File: src/rtl/isp8_io_pkg.sv
// Shared constants for the isp8 bus responder: IO register addresses,
// control/status bit positions and the memory handshake state encoding.
package isp8_io_pkg;

    localparam logic [7:0] IO_CTRL    = 8'h00;
    localparam logic [7:0] IO_STATUS  = 8'h01;
    localparam logic [7:0] IO_RLD_LO  = 8'h02;
    localparam logic [7:0] IO_RLD_HI  = 8'h03;
    localparam logic [7:0] IO_CNT_LO  = 8'h04;
    localparam logic [7:0] IO_CNT_HI  = 8'h05;
    localparam logic [7:0] IO_SCRATCH = 8'h06;
    localparam logic [7:0] IO_DONE    = 8'hFF;

    localparam int CTRL_EN     = 0;
    localparam int CTRL_IE     = 1;
    localparam int CTRL_AR     = 2;
    localparam int STATUS_PEND = 0;

    typedef enum logic [1:0] {
        MEM_IDLE,
        MEM_WAIT,
        MEM_DONE
    } mem_state_t;

endpackage

File: src/rtl/isp8_io_timer.sv
// 16-bit down-counter timer with auto-reload, pending flag, interrupt
// output and a high-byte snapshot taken when the low byte is read.
module isp8_io_timer
    import isp8_io_pkg::*;
(
    input  logic        clk,
    input  logic        rst,
    input  logic [7:0]  wdata,
    input  logic        wr_ctrl,
    input  logic        wr_status,
    input  logic        wr_rld_lo,
    input  logic        wr_rld_hi,
    input  logic        rd_cnt_lo,
    input  logic        intr_ack,
    output logic [2:0]  ctrl,
    output logic        pend,
    output logic [15:0] rld,
    output logic [15:0] count,
    output logic [7:0]  snap,
    output logic        intr
);

    logic expire;
    assign expire = ctrl[CTRL_EN] && (count == 16'd0);

    // Control and reload registers; a one-shot expiry drops EN unless
    // software rewrites CTRL on the same edge.
    always_ff @(posedge clk) begin
        if (rst) begin
            ctrl <= 3'b000;
            rld  <= 16'h0000;
        end else begin
            if (wr_ctrl)
                ctrl <= wdata[2:0];
            else if (expire && !ctrl[CTRL_AR])
                ctrl[CTRL_EN] <= 1'b0;
            if (wr_rld_lo)
                rld[7:0] <= wdata;
            if (wr_rld_hi)
                rld[15:8] <= wdata;
        end
    end

    // Counter: a high-reload write loads it directly, otherwise count down
    // while enabled and reload on expiry in auto-reload mode.
    always_ff @(posedge clk) begin
        if (rst)
            count <= 16'h0000;
        else if (wr_rld_hi)
            count <= {wdata, rld[7:0]};
        else if (expire) begin
            if (ctrl[CTRL_AR])
                count <= rld;
        end else if (ctrl[CTRL_EN])
            count <= count - 16'd1;
    end

    // Pending flag (expiry beats any clear), snapshot and registered interrupt.
    always_ff @(posedge clk) begin
        if (rst) begin
            pend <= 1'b0;
            snap <= 8'h00;
            intr <= 1'b0;
        end else begin
            if (expire)
                pend <= 1'b1;
            else if (intr_ack || (wr_status && wdata[STATUS_PEND]))
                pend <= 1'b0;
            if (rd_cnt_lo)
                snap <= count[15:8];
            intr <= pend & ctrl[CTRL_IE];
        end
    end

endmodule

File: src/rtl/isp8_bus_responder.sv
// Bus responder for the isp8 core: wait-stated scratchpad RAM on the memory
// space and a zero-wait register file (timer, scratch, done) on the IO space.
module isp8_bus_responder
    import isp8_io_pkg::*;
#(
    parameter int MEM_AW      = 5,
    parameter int WAIT_STATES = 1
) (
    input  logic       clk,
    input  logic       rst,
    input  logic [7:0] ext_addr,
    input  logic [7:0] ext_dout,
    input  logic       ext_mem_wr,
    input  logic       ext_mem_rd,
    input  logic       ext_io_wr,
    input  logic       ext_io_rd,
    input  logic       intr_ack,
    output logic [7:0] ext_mem_din,
    output logic [7:0] ext_io_din,
    output logic       ext_mem_ready,
    output logic       intr,
    output logic       test_done
);

    localparam int DEPTH = 2 ** MEM_AW;

    logic [7:0]        ram [DEPTH];
    logic [MEM_AW-1:0] maddr;
    logic              strobe;
    mem_state_t        state;
    logic [2:0]        wcnt;
    logic              is_wr;

    // Upper address bits are dropped so the scratchpad aliases.
    assign maddr  = ext_addr[MEM_AW-1:0];
    assign strobe = ext_mem_rd | ext_mem_wr;

    // Memory handshake: count wait states, pulse ready for one cycle in DONE,
    // abandon if the core drops its strobe early. Write beats read.
    always_ff @(posedge clk) begin
        if (rst) begin
            state         <= MEM_IDLE;
            wcnt          <= 3'd0;
            is_wr         <= 1'b0;
            ext_mem_ready <= 1'b0;
            ext_mem_din   <= 8'h00;
        end else begin
            ext_mem_ready <= 1'b0;
            case (state)
                MEM_IDLE: begin
                    if (strobe) begin
                        is_wr <= ext_mem_wr;
                        wcnt  <= 3'(WAIT_STATES);
                        if (WAIT_STATES == 0) begin
                            state         <= MEM_DONE;
                            ext_mem_ready <= 1'b1;
                            if (!ext_mem_wr)
                                ext_mem_din <= ram[maddr];
                        end else begin
                            state <= MEM_WAIT;
                        end
                    end
                end
                MEM_WAIT: begin
                    if (!strobe) begin
                        state <= MEM_IDLE;
                    end else begin
                        wcnt <= wcnt - 3'd1;
                        if (wcnt == 3'd1) begin
                            state         <= MEM_DONE;
                            ext_mem_ready <= 1'b1;
                            if (!is_wr)
                                ext_mem_din <= ram[maddr];
                        end
                    end
                end
                MEM_DONE: state <= MEM_IDLE;
                default:  state <= MEM_IDLE;
            endcase
        end
    end

    // RAM write lands on the edge leaving DONE; reset suppresses it, and the
    // array itself is never cleared.
    always_ff @(posedge clk) begin
        if (!rst && state == MEM_DONE && is_wr)
            ram[maddr] <= ext_dout;
    end

    logic        wr_ctrl, wr_status, wr_rld_lo, wr_rld_hi, rd_cnt_lo;
    logic [2:0]  ctrl;
    logic        pend;
    logic [15:0] rld, count;
    logic [7:0]  snap, scratch;

    assign wr_ctrl   = ext_io_wr && (ext_addr == IO_CTRL);
    assign wr_status = ext_io_wr && (ext_addr == IO_STATUS);
    assign wr_rld_lo = ext_io_wr && (ext_addr == IO_RLD_LO);
    assign wr_rld_hi = ext_io_wr && (ext_addr == IO_RLD_HI);
    assign rd_cnt_lo = ext_io_rd && (ext_addr == IO_CNT_LO);

    isp8_io_timer u_timer (
        .clk       (clk),
        .rst       (rst),
        .wdata     (ext_dout),
        .wr_ctrl   (wr_ctrl),
        .wr_status (wr_status),
        .wr_rld_lo (wr_rld_lo),
        .wr_rld_hi (wr_rld_hi),
        .rd_cnt_lo (rd_cnt_lo),
        .intr_ack  (intr_ack),
        .ctrl      (ctrl),
        .pend      (pend),
        .rld       (rld),
        .count     (count),
        .snap      (snap),
        .intr      (intr)
    );

    // Scratch register and sticky test-done flag.
    always_ff @(posedge clk) begin
        if (rst) begin
            scratch   <= 8'h00;
            test_done <= 1'b0;
        end else begin
            if (ext_io_wr && ext_addr == IO_SCRATCH)
                scratch <= ext_dout;
            if (ext_io_wr && ext_addr == IO_DONE)
                test_done <= 1'b1;
        end
    end

    // IO read mux, decoded straight from the address bus.
    always_comb begin
        ext_io_din = 8'h00;
        case (ext_addr)
            IO_CTRL:    ext_io_din = {5'b00000, ctrl};
            IO_STATUS:  ext_io_din = {7'b0000000, pend};
            IO_RLD_LO:  ext_io_din = rld[7:0];
            IO_RLD_HI:  ext_io_din = rld[15:8];
            IO_CNT_LO:  ext_io_din = count[7:0];
            IO_CNT_HI:  ext_io_din = snap;
            IO_SCRATCH: ext_io_din = scratch;
            default:    ext_io_din = 8'h00;
        endcase
    end

endmodule

File: config.mk
export PLATFORM = sky130hd
export DESIGN_NAME = isp8_bus_responder
export DESIGN_NICKNAME = d
export VERILOG_FILES = /design/src/rtl/isp8_io_pkg.sv /design/src/rtl/isp8_io_timer.sv /design/src/rtl/isp8_bus_responder.sv
export SDC_FILE = /design/constraint.sdc
export NUM_CORES = 1
export LEC_CHECK = 0
export CORE_ASPECT_RATIO = 1.25
export CORE_UTILIZATION = 65
export DETAILED_ROUTE_END_ITERATION = 10
export DONT_BUFFER_PORTS = 1
export PLACE_DENSITY = 0.92
export SYNTH_ARGS = -nofsm -noshare
export SYNTH_HDL_FRONTEND = slang
export SYNTH_SLANG_ARGS = --single-unit
File: constraint.sdc
create_clock -name clk -period 6.4 [get_ports clk]
set_input_delay 1.92 -clock clk [delete_from_list [all_inputs] [get_ports clk]]
set_output_delay 1.92 -clock clk [all_outputs]
set_load 0.01 [all_outputs]
==> results.cfg <==
[synthesis]
postSynthAreaPerCell_um2 = 14.8
seq_area_frac_synth = 0.677
netlist_area_um2 = 13400
yosys_warnings = 0
synth-main-ff-cell = edfxtp_1
synth_edf_count = 256
yosysUniqueCellTypes = 57
syn_inst = 904
async_flop_share = 0
ys_seq_elements = 325
synth_nets = 931

[floorplanning]
start_util = 0.664
placementRows = 58
dieWidth_um = 130
num_io_pins = 42
dieArea_um2 = 21200
die_h_um = 163
coreArea_um2 = 20200

[clocking]
post-cts-setup-buffer-count = 0
cts_inserted_buffers = 30
clk_latency_ps = 550
cts_root_buf = clkbuf_16
clkTransAtPathRegs_ps = 70
cts_resized = 0
cts_tree = done
clk_path_buf_depth = 3
cts_sinks = 325
cts_max_level = 1
hold_buffers = 0

[worst_setup_path]
critPathTopFamily = simple AND/OR/NAND/NOR gates
worstSetupPathDepth = 4
slowest_delay_ps = 650
critPathKind = in -> out
r2r_cells = 3
critPathBufInv = 0
cp.required_ps = 4480
start_kind = input pin
cp_cell_sequence = nor4_1, and3_1, a22oi_1, nand2_1
endpoint_kind = primary output
critPathSlowestCell = and3_1
crit_fanout = 26
arrival_ps = 3580

[sta]
hold_viol = 0
setup_tns_ps = 0
layout_setup_ws_ps = 905
finalClockSkew_ps = 11.8
slew_headroom = 0.109
drv_slew = 0
worst_pin_slew_ps = 1330
min_period_ps = 5500
fmax_ghz = 0.182
rsz0062_at_grt = no
setup_violations = 0
period_share = 0.859

[grt]
grt_max_degree = 80
grt_util_all_layers = 0.312
grt_pass1_vias = 7944
grt_pass1_wl_mm = 47.8
antenna_found_initial = 0
grt.overflow.total = 0

[placement]
port_buffers = 0
place_area_um2 = 13500
dp_slack_ps = 1030
dpl.hpwl_mm = 19.1
routabilityCongestion = 0.968

[final_layout]
utilization = 0.714
areaGrowthSynthToFinish_pct = 7.45
layout.nets = 910
final_cell_mix = 256 x edfxtp_1, 96 x nand2_1, 69 x dfxtp_1, 62 x mux4_2, 55 x nor2_1
n_fill_cell = 1251
layout_commonest_cell = edfxtp_1
drive_gt1_frac = 0.136
stdcell_area_um2 = 14400

[routing]
routed_wl_mm = 32.1
drc = 0
vias_per_cell = 7.06
drt_first_pass_iters = 6
wire_per_inst_um = 27.4
via_count = 8292
postRouteAntennaNets = 0
drtIter0Drc = 1179

[pwr]
power.density_nw_per_um2 = 282
total_power_w = 0.00407
irDropWorstVdd_mv = 0.232
p_leak_nw = 4.53
combPwrFrac = 0.028
switching_power_w = 0.000813
power_frac_seq = 0.562
swShare = 0.200
clock_power_share = 0.410
power.internal_w = 0.00325

[worst_hold_path]
min_path_type = reg -> reg
min_path_cells = 2

[run_status]
outcome = completed

[run]
cap_violations = 0
-- worst reg2reg max path: cells and delay by family, from the launching register on --
| family | cells | cell delay (ps) |
|---|---|---|
| AND/OR/NAND/NOR | 3 | 2440 |
| flip-flops | 1 | 380 |
-- synth_stat cells (4+ instances only) --
master,n,share of area
nor3_1,22,0.0082
mux4_2,62,0.10
o21ai_0,13,0.0049
a21oi_1,45,0.017
a22oi_1,30,0.017
and3_1,6,0.0028
nor2_1,55,0.015
nand3_1,49,0.018
nand2_1,96,0.027
mux2i_1,17,0.013
nand2b_1,11,0.0051
o22ai_1,10,0.0047
inv_1,8,0.0022
a21o_1,5,0.0028
dfxtp_1,69,0.10
buf_2,17,0.0063
nor2b_1,6,0.0028
nor3b_1,5,0.0028
ha_1,4,0.0037
nor4_1,8,0.0037
buf_1,5,0.0014
clkbuf_1,28,0.0078
buf_4,6,0.0034
nand4_1,8,0.0037
a211oi_1,6,0.0034
edfxtp_1,256,0.57
o221ai_1,8,0.0052
-- power by group through the flow --
stage	logic [W]	clock network [W]	registers [W]
after global placement	0.000105	0	0.00233
after floorplan	0.000116	0	0.00233
final	0.000113	0.00167	0.00229
after detailed placement	0.000109	0	0.00233
after global routing	0.000118	0.00175	0.00229
after CTS	0.000112	0.00167	0.00229
-- layer usage --
metal,global-route usage,vias up,part of all wire
met5,0,-,0
met4,0.152,0,0.050
met3,0.0512,107,0.10
met2,0.511,594,0.49
met1,0.409,4094,0.35
li1,-,3497,-
-- kinds of logic after synthesis --
logic type | share of synthesized area
DFF | 0.677
and+or+nand+nor | 0.108
AOI/OAI and AO/OA | 0.0685
muxes | 0.119
buffers and inverters | 0.0237
adders and majority gates | 0.00373
xor gates and xnor gates | 0.00131
-- final timing paths --
| path | startpoint | to | slack (ps) |
|---|---|---|---|
| min reg2reg | u_timer.snap[4] | u_timer.snap[4] | 470 |
| min | u_timer.snap[4] | u_timer.snap[4] | 470 |
| max reg2reg | state[0] | ram[15][5] | 3190 |
| max | ext_addr[4] | ext_io_din[0] | 900 |
-- stage by stage --
stage | hold WS (ps) | std cells
4_1_cts | 462 | 1173
2_1_floorplan | 420 | 904
6_report | 470 | 1174
5_1_grt | 474 | 1173
3_3_place_gp | 441 | 1121
3_5_place_dp | 441 | 1121
-- layout make-up --
class,count,area [um^2],area share
repair buffers,6,45.0,0.00313
flip-flops and latches,325,9070,0.630
well taps,270,338,0.0235
clock buffers,35,791,0.0549
clock inverters,17,105,0.00730
inverters,8,30.0,0.00208
diodes,1,2.50,0.000174
multi-input cells,512,4020,0.279
-- registers in the layout, indices dropped and copies added, names as in the netlist, 2 cells and up --
| signal | cells |
|---|---|
| ram | 256 |
| u_timer.count | 16 |
| u_timer.rld | 16 |
| ext_mem_din | 8 |
| scratch | 8 |
| u_timer.snap | 8 |
| u_timer.ctrl | 3 |
| wcnt | 3 |
| state | 2 |
(Power assumes the default switching activity.)
